==> config.mk <==
export PLATFORM = sky130hd
export DESIGN_NAME = spu_inst_decode
export DESIGN_NICKNAME = d
export VERILOG_FILES = /design/src/rtl/spu_inst_decode.sv
export SDC_FILE = /design/constraint.sdc
export NUM_CORES = 1
export LEC_CHECK = 0
export ABC_AREA = 1
export CAP_MARGIN = 10
export CORE_MARGIN = 3
export CORE_UTILIZATION = 45
export CTS_CLUSTER_DIAMETER = 120
export CTS_CLUSTER_SIZE = 25
export DETAILED_ROUTE_END_ITERATION = 10
export PLACE_DENSITY = 0.71
export SKIP_LAST_GASP = 1
export SLEW_MARGIN = 0
export SYNTH_ARGS = -nofsm -noshare
export SYNTH_HDL_FRONTEND = slang
export SYNTH_SLANG_ARGS = --single-unit
==> constraint.sdc <==
create_clock -name clk -period 2.1 [get_ports clk]
set_input_delay 0.315 -clock clk [delete_from_list [all_inputs] [get_ports clk]]
set_output_delay 0.315 -clock clk [all_outputs]
set_load 0.02 [all_outputs]
==> src/rtl/spu_inst_decode.sv <==
// SPU even-pipe instruction decoder: classifies RR/RI10/RI16/RI18 words behind a registered 1-entry skid output.
// Optional SPU_DECODE_STATS_EN adds saturating decoded/illegal transfer counters.
module spu_inst_decode #(
  parameter int INST_W = 32,
  parameter int REG_W  = 7
) (
  input  logic              clk,
  input  logic              rst_n,
  input  logic              flush,
  input  logic              in_valid,
  output logic              in_ready,
  input  logic [INST_W-1:0] in_inst,
  output logic              out_valid,
  input  logic              out_ready,
  output logic [10:0]       out_op,
  output logic [1:0]        out_fmt,
  output logic [REG_W-1:0]  out_rt,
  output logic [REG_W-1:0]  out_ra,
  output logic [REG_W-1:0]  out_rb,
  output logic [31:0]       out_imm,
`ifdef SPU_DECODE_STATS_EN
  output logic [31:0]       stat_decoded,
  output logic [31:0]       stat_illegal,
`endif
  output logic              out_illegal
);

  typedef struct packed {
    logic [10:0]      op;
    logic [1:0]       fmt;
    logic [REG_W-1:0] rt;
    logic [REG_W-1:0] ra;
    logic [REG_W-1:0] rb;
    logic [31:0]      imm;
    logic             illegal;
  } bundle_t;

  typedef enum logic [1:0] {EMPTY, ONE, FULL} occ_t;

  occ_t    state;
  bundle_t dec, out_q, skid_q;
  logic    is_ri18, is_ri16, is_ri10, is_rr;
  logic    accept, drain;

  assign accept = in_valid && in_ready;
  assign drain  = out_valid && out_ready;

  always_comb begin
    is_ri18 = (in_inst[31:25] == 7'h21);
    is_ri16 = (in_inst[31:23] == 9'h081) || (in_inst[31:23] == 9'h083);
    case (in_inst[31:24])
      8'h1C, 8'h1D, 8'h0C, 8'h0D, 8'h14, 8'h15, 8'h16, 8'h04, 8'h05, 8'h06,
      8'h44, 8'h45, 8'h46, 8'h7C, 8'h7D, 8'h7E, 8'h4C, 8'h4D, 8'h4E: is_ri10 = 1'b1;
      default: is_ri10 = 1'b0;
    endcase
    case (in_inst[31:21])
      11'h0C8, 11'h0C0, 11'h048, 11'h040, 11'h340, 11'h341, 11'h0C2,
      11'h042, 11'h2A5, 11'h0C1, 11'h041, 11'h241, 11'h0C9, 11'h049,
      11'h249, 11'h3C0, 11'h3D0, 11'h3C8, 11'h240, 11'h248, 11'h250: is_rr = 1'b1;
      default: is_rr = 1'b0;
    endcase

    dec    = '0;
    dec.rt = REG_W'(in_inst[6:0]);
    if (is_ri18) begin
      dec.op  = {4'b0, in_inst[31:25]};
      dec.fmt = 2'd3;
      dec.imm = {14'b0, in_inst[24:7]};
    end else if (is_ri16) begin
      dec.op  = {2'b0, in_inst[31:23]};
      dec.fmt = 2'd2;
      dec.imm = {{16{in_inst[22]}}, in_inst[22:7]};
    end else if (is_ri10) begin
      dec.op  = {3'b0, in_inst[31:24]};
      dec.fmt = 2'd1;
      dec.ra  = REG_W'(in_inst[13:7]);
      dec.imm = {{22{in_inst[23]}}, in_inst[23:14]};
    end else begin
      // Unmatched words still carry RR fields so the consumer can report them.
      dec.op      = in_inst[31:21];
      dec.fmt     = 2'd0;
      dec.ra      = REG_W'(in_inst[13:7]);
      dec.rb      = REG_W'(in_inst[20:14]);
      dec.illegal = !is_rr;
    end
  end

  always_ff @(posedge clk or negedge rst_n) begin
    if (!rst_n) begin
      state     <= EMPTY;
      out_valid <= 1'b0;
      in_ready  <= 1'b1;
      out_q     <= '0;
      skid_q    <= '0;
    end else if (flush) begin
      state     <= EMPTY;
      out_valid <= 1'b0;
      in_ready  <= 1'b1;
    end else begin
      case (state)
        EMPTY: if (accept) begin
          out_q     <= dec;
          out_valid <= 1'b1;
          state     <= ONE;
        end
        ONE: begin
          if (accept && drain) begin
            out_q <= dec;
          end else if (accept) begin
            skid_q   <= dec;
            in_ready <= 1'b0;
            state    <= FULL;
          end else if (drain) begin
            out_valid <= 1'b0;
            state     <= EMPTY;
          end
        end
        FULL: if (drain) begin
          out_q    <= skid_q;
          in_ready <= 1'b1;
          state    <= ONE;
        end
        default: begin
          state     <= EMPTY;
          out_valid <= 1'b0;
          in_ready  <= 1'b1;
        end
      endcase
    end
  end

  assign out_op      = out_q.op;
  assign out_fmt     = out_q.fmt;
  assign out_rt      = out_q.rt;
  assign out_ra      = out_q.ra;
  assign out_rb      = out_q.rb;
  assign out_imm     = out_q.imm;
  assign out_illegal = out_q.illegal;

`ifdef SPU_DECODE_STATS_EN
  always_ff @(posedge clk or negedge rst_n) begin
    if (!rst_n) begin
      stat_decoded <= '0;
      stat_illegal <= '0;
    end else if (drain) begin
      if (stat_decoded != '1) stat_decoded <= stat_decoded + 32'd1;
      if (out_q.illegal && stat_illegal != '1) stat_illegal <= stat_illegal + 32'd1;
    end
  end
`endif

endmodule

* After elaboration in Yosys (flattened, before gate mapping) *
Index checks and enable logic that the tools add are counted.

storage, ports and cells
  logic and storage cells = 126
  register bits after elaboration = 138
  output and inout bits = 69

operators by class
  equality and inequality tests = 57
  reduce and logical (&&, ||, !) cells = 14
  bitwise operators = 2
  mux-type cells = 36

operators with widths
  operator                                               count
  two-way mux 67 bit                                     3
  case mux 67 bit (3 select lines)                       1
  equality test 11 x 10 -> 1 bit, second input constant  11
  two-way mux 32 bit                                     3
  equality test 8 x 7 -> 1 bit, second input constant    9
  equality test 11 x 7 -> 1 bit, second input constant   5
  equality test 11 x 8 -> 1 bit, second input constant   5
  equality test 8 x 5 -> 1 bit, second input constant    5
  two-way mux 13 bit                                     3
  two-way mux 14 bit                                     2
  equality test 8 x 3 -> 1 bit, second input constant    3
  OR reduction 21 bit                                    1
  OR reduction 19 bit                                    1
  equality test 9 x 8 -> 1 bit, second input constant    2
  inequality test 3 bit, second input constant           6
  equality test 8 x 4 -> 1 bit, second input constant    2
  two-way mux 1 bit                                      14
  two-way mux 2 bit                                      6
  AND reduction 4 bit                                    3
  inequality test 2 bit, second input constant           5
  AND reduction 5 bit                                    2
  equality test 7 x 6 -> 1 bit, second input constant    1
  two-way mux 7 bit                                      1
  case mux 1 bit (3 select lines)                        2
  other kinds (10)                                       13

* Longest topological paths before layout *
  depth after elaboration = 9
  mapped depth = 11

* Worst setup path before layout *
Ideal clock, no wire load.

  path type = reg-to-reg
  from = register in_ready
  to = register skid_q[58] (netlist bit)
  data required time = 1.972 ns
  data arrival time = 1.537 ns
  period minus slack after synthesis = 1.664 ns
  path buffers = 1
  stages on the path, launching flop included = 9
  setup slack = 0.436 ns
  cells stage by stage = dfstp_2 nand2_1 nor3_2 inv_2 nor2_4 inv_2 clkbuf_1 nand2_1 o21ai_0

on the way
  cells in the longest elaborated chain, start to end = 4

RTL lines
  what                               line  text
  start: declaration                 11    output logic in_ready,
  start signal: assignment           92    in_ready <= 1'b1;
  start signal: assignment           98    in_ready <= 1'b1;
  start signal: assignment           111   in_ready <= 1'b0;
  logical AND 1 bit (*)              45    assign accept = in_valid && in_ready;
  logical AND 1 bit                  107   if (accept && drain) begin
  inverter 1 bit (no line)           -
  AND reduction 4 bit (no line) (*)  -
  end signal: assignment             94    skid_q <= '0;
  end signal: assignment             110   skid_q <= dec;
  end: declaration                   41    bundle_t dec, out_q, skid_q;

Every way passes the cells marked *; elsewhere a longest branch is shown, timed or not.
A chain may end at the register's enable or synchronous reset.

==> summary.md <==
| Metric | Value |
|---|---|
| Status | `finished clean` |
| Final nets | `877` |
| Data required, critical path | `1.78 ns` |
| Sw frac | `0.382` |
| First-pass GRT wire length | `25.4 mm` |
| Critical Path Slowest Stage Cell | `clkdlybuf4s50_1` |
| Port Buffers | `105` |
| Internal Power | `5.94 mW` |
| Syn Nets | `766` |
| Gr usage total | `0.226` |
| Max cap viols | `0` |
| CTS sink cnt | `112` |
| Clk Latency, worst-skew pair | `0.35 ns` |
| Min Tclk post-route | `1.92 ns` |
| H-tree levels | `3` |
| Setup TNS | `0 ns` |
| Power share of the clock group | `0.185` |
| CP Data Arrival Time | `1.60 ns` |
| Synth top area share | `0.494` |
| Vias in the first global route | `5112` |
| Cells after DPL | `996` |
| Leading area contributor after synthesis | `dfrtp_1` |
| Worst-Margin Slew | `0.622 ns` |
| Highest-count cells in the layout ignoring fill and taps | `224 x nand2_1, 111 x dfrtp_1, 104 x clkdlybuf4s50_1, 65 x a21oi_1, 59 x nor2_1` |
| Core Area | `0.0121 mm²` |
| Leakage | `3.59 nW` |
| Most common cell after layout, fill and taps aside | `nand2_1` |
| Seq/Total Area, Yosys | `0.499` |
| CP Launch Type | `register` |
| Remaining DRCs | `0` |
| Post-Route WL | `15.4 mm` |
| 1st-iter DRT viols | `393` |
| Row count | `40` |
| Ports | `106` |
| Final hold vios | `0` |
| Initial antenna violation count | `0` |
| FFs w/ async S/R, synth | `1.00` |
| Starting density of the core | `0.464` |
| CP Max Fanout | `15` |
| Synth top area cells | `dfrtp_1 49%, nand2_1 15%, a21oi_1 5.8%` |
| Worst-path clk slew | `0.07 ns` |
| Cell Pwr Density | `1310 mW/mm²` |
| Die width | `118 µm` |
| Seq cells post-synth | `112` |
| Fraction of layout cells with a size suffix above 1 | `0.114` |
| Fmax | `521 MHz` |
| Die ar. | `0.0139 mm²` |
| # setup viols final | `0` |
| Post-DRT Antenna Nets | `0` |
| Buf/Inv on CP | `1` |
| Final Non-Filler Cells | `1013` |
| Worst min-delay path class | `reg2reg` |
| Library cells used by synthesis | `36` |
| Ant. Diodes | `0` |
| CP max stage delay | `0.69 ns` |
| CTS buffer count | `9` |
| Cells after Synth | `729` |
| Dpl hpwl | `11.2 mm` |
| Fillers | `1115` |
| Die H | `118 µm` |
| RSZ-0062 raised after global routing | `false` |
| DRT Pass-1 Iters | `5` |
| Total grt overflow | `0` |
| Worst slew margin | `0.584` |
| Sw power | `3.67 mW` |
| Number of setup buffers added after CTS | `0` |
| Via density | `5.17` |
| Critical Path, Cell by Cell | `clkdlybuf4s50_1` |
| Max clock buf depth | `2` |
| Synth-to-Final Area Change | `30.7%` |
| Post-synthesis cell area | `0.00562 mm²` |
| Pins Over Slew Limit | `0` |
| Largest net degree at the start of global routing | `49` |
| VDD IR-drop max | `0.632 mV` |
| Vias post-DR | `5242` |
| DR WL/cell | `15.2 µm` |
| Comb pwr share | `0.437` |
| Crit share post-route | `0.914` |
| CTS tree | `yes` |
| Delay-heaviest family, CP | `buffers and inverters` |
| Ys flop type | `dfrtp_1` |
| Sequential power share | `0.378` |
| Syn avg cell area | `7.71 µm²` |
| Skew final | `0.00480 ns` |
| CP endpoint kind | `output pin` |
| Number of enable flip-flop cells after synthesis | `0` |
| Clk Tree Root Cell | `clkbuf_16` |
| Syn. warnings | `0` |
| Crit Path Category | `reg2out` |
| Final GP Congestion | `0.883` |
per-stage QoR:
step                      total power [mW]   util  worst slack [ns]  instance area, µm²  hold WS [ns]
after floorplan                       6.05      -             0.436                5620        0.0194
after global placement                7.75  0.580            -0.103                7030         0.333
after detailed placement              7.87  0.580            -0.155                7030         0.341
after CTS                             9.68  0.607             0.154                7350         0.480
after global routing                  10.2  0.607            0.0487                7350         0.501
final                                 9.61  0.607             0.181                7350         0.475
kinds of logic after synthesis:
| group | synth area share |
|---|---|
| compound gates | 0.153 |
| buf+inv | 0.0950 |
| flops | 0.499 |
| simple gates | 0.253 |
worst register-to-register path, stage by stage (launching register included):
cell	delay, ns
dfstp_2	0.54
nand2_1	0.12
nor3_2	0.26
inv_2	0.09
nor2_4	0.14
buf_4	0.42
o21ai_0	0.17
final cells by class:
type	instances	area (µm²)	area share
sequential	112	2800	0.382
timing repair buffer	152	1490	0.203
multi-input combinational	501	2290	0.312
clock inverter	5	63.8	0.00869
inverter	64	243	0.0330
tap	168	210	0.0286
clock buffer	11	243	0.0330
power by group through the flow:
stage / logic, mW / clock network, mW / registers (mW)
after floorplan: 1.85 / 0 / 4.20
after global placement: 4.12 / 0 / 3.63
after detailed placement: 4.21 / 0 / 3.66
after CTS: 4.23 / 1.81 / 3.64
after global routing: 4.58 / 1.89 / 3.75
final: 4.20 / 1.78 / 3.64
synthesized netlist by cell type (3+ instances only):
master	n
nand2_1	225
dfrtp_1	111
a21oi_1	65
nor2_1	59
inv_1	52
o21ai_0	49
nand3_1	35
clkbuf_1	18
buf_2	17
o21ai_1	16
buf_4	14
inv_2	10
o21ai_2	8
a31oi_1	7
o31ai_1	6
nor3_1	5
nand4_1	4
buf_6	3
nand2_2	3
nor2_2	3
routing by layer:
layer	track usage	wire length [µm]	part of all wire	up-vias
li1	-	-	-	2549
met1	0.304	6780	0.44	2481
met2	0.368	7250	0.47	183
met3	0.0399	990	0.064	29
met4	0.0828	358	0.023	0
met5	0	0	0	-
worst paths after layout:
path                        startpoint  cells after the start  slack [ns]     endpoint
min in group asynchronous        rst_n                      2        0.49  out_imm[30]
setup / recovery           out_imm[30]                      1        0.18  out_imm[29]
hold / removal                in_ready                      2        0.48     in_ready
max in group asynchronous        rst_n                      3        0.87   skid_q[54]
setup reg to reg              in_ready                      6        0.22   skid_q[17]
hold reg to reg               in_ready                      2        0.48     in_ready
sequential cells by signal, indices dropped and copies added (netlist names):
name,count
out_valid,1
out_op,11
state,2
out_ra,7
out_imm,19
out_rb,7
out_illegal,1
out_rt,7
out_fmt,2
in_ready,1
skid_q,54
timing repair:
item | CTS | global route
hold endpoints to repair | 38 | 0
hold buffers | 1 | 0
setup endpoints to repair | 0 | 0
gates resized for setup | 0 | 0
Power figures use the tool's default switching activity.
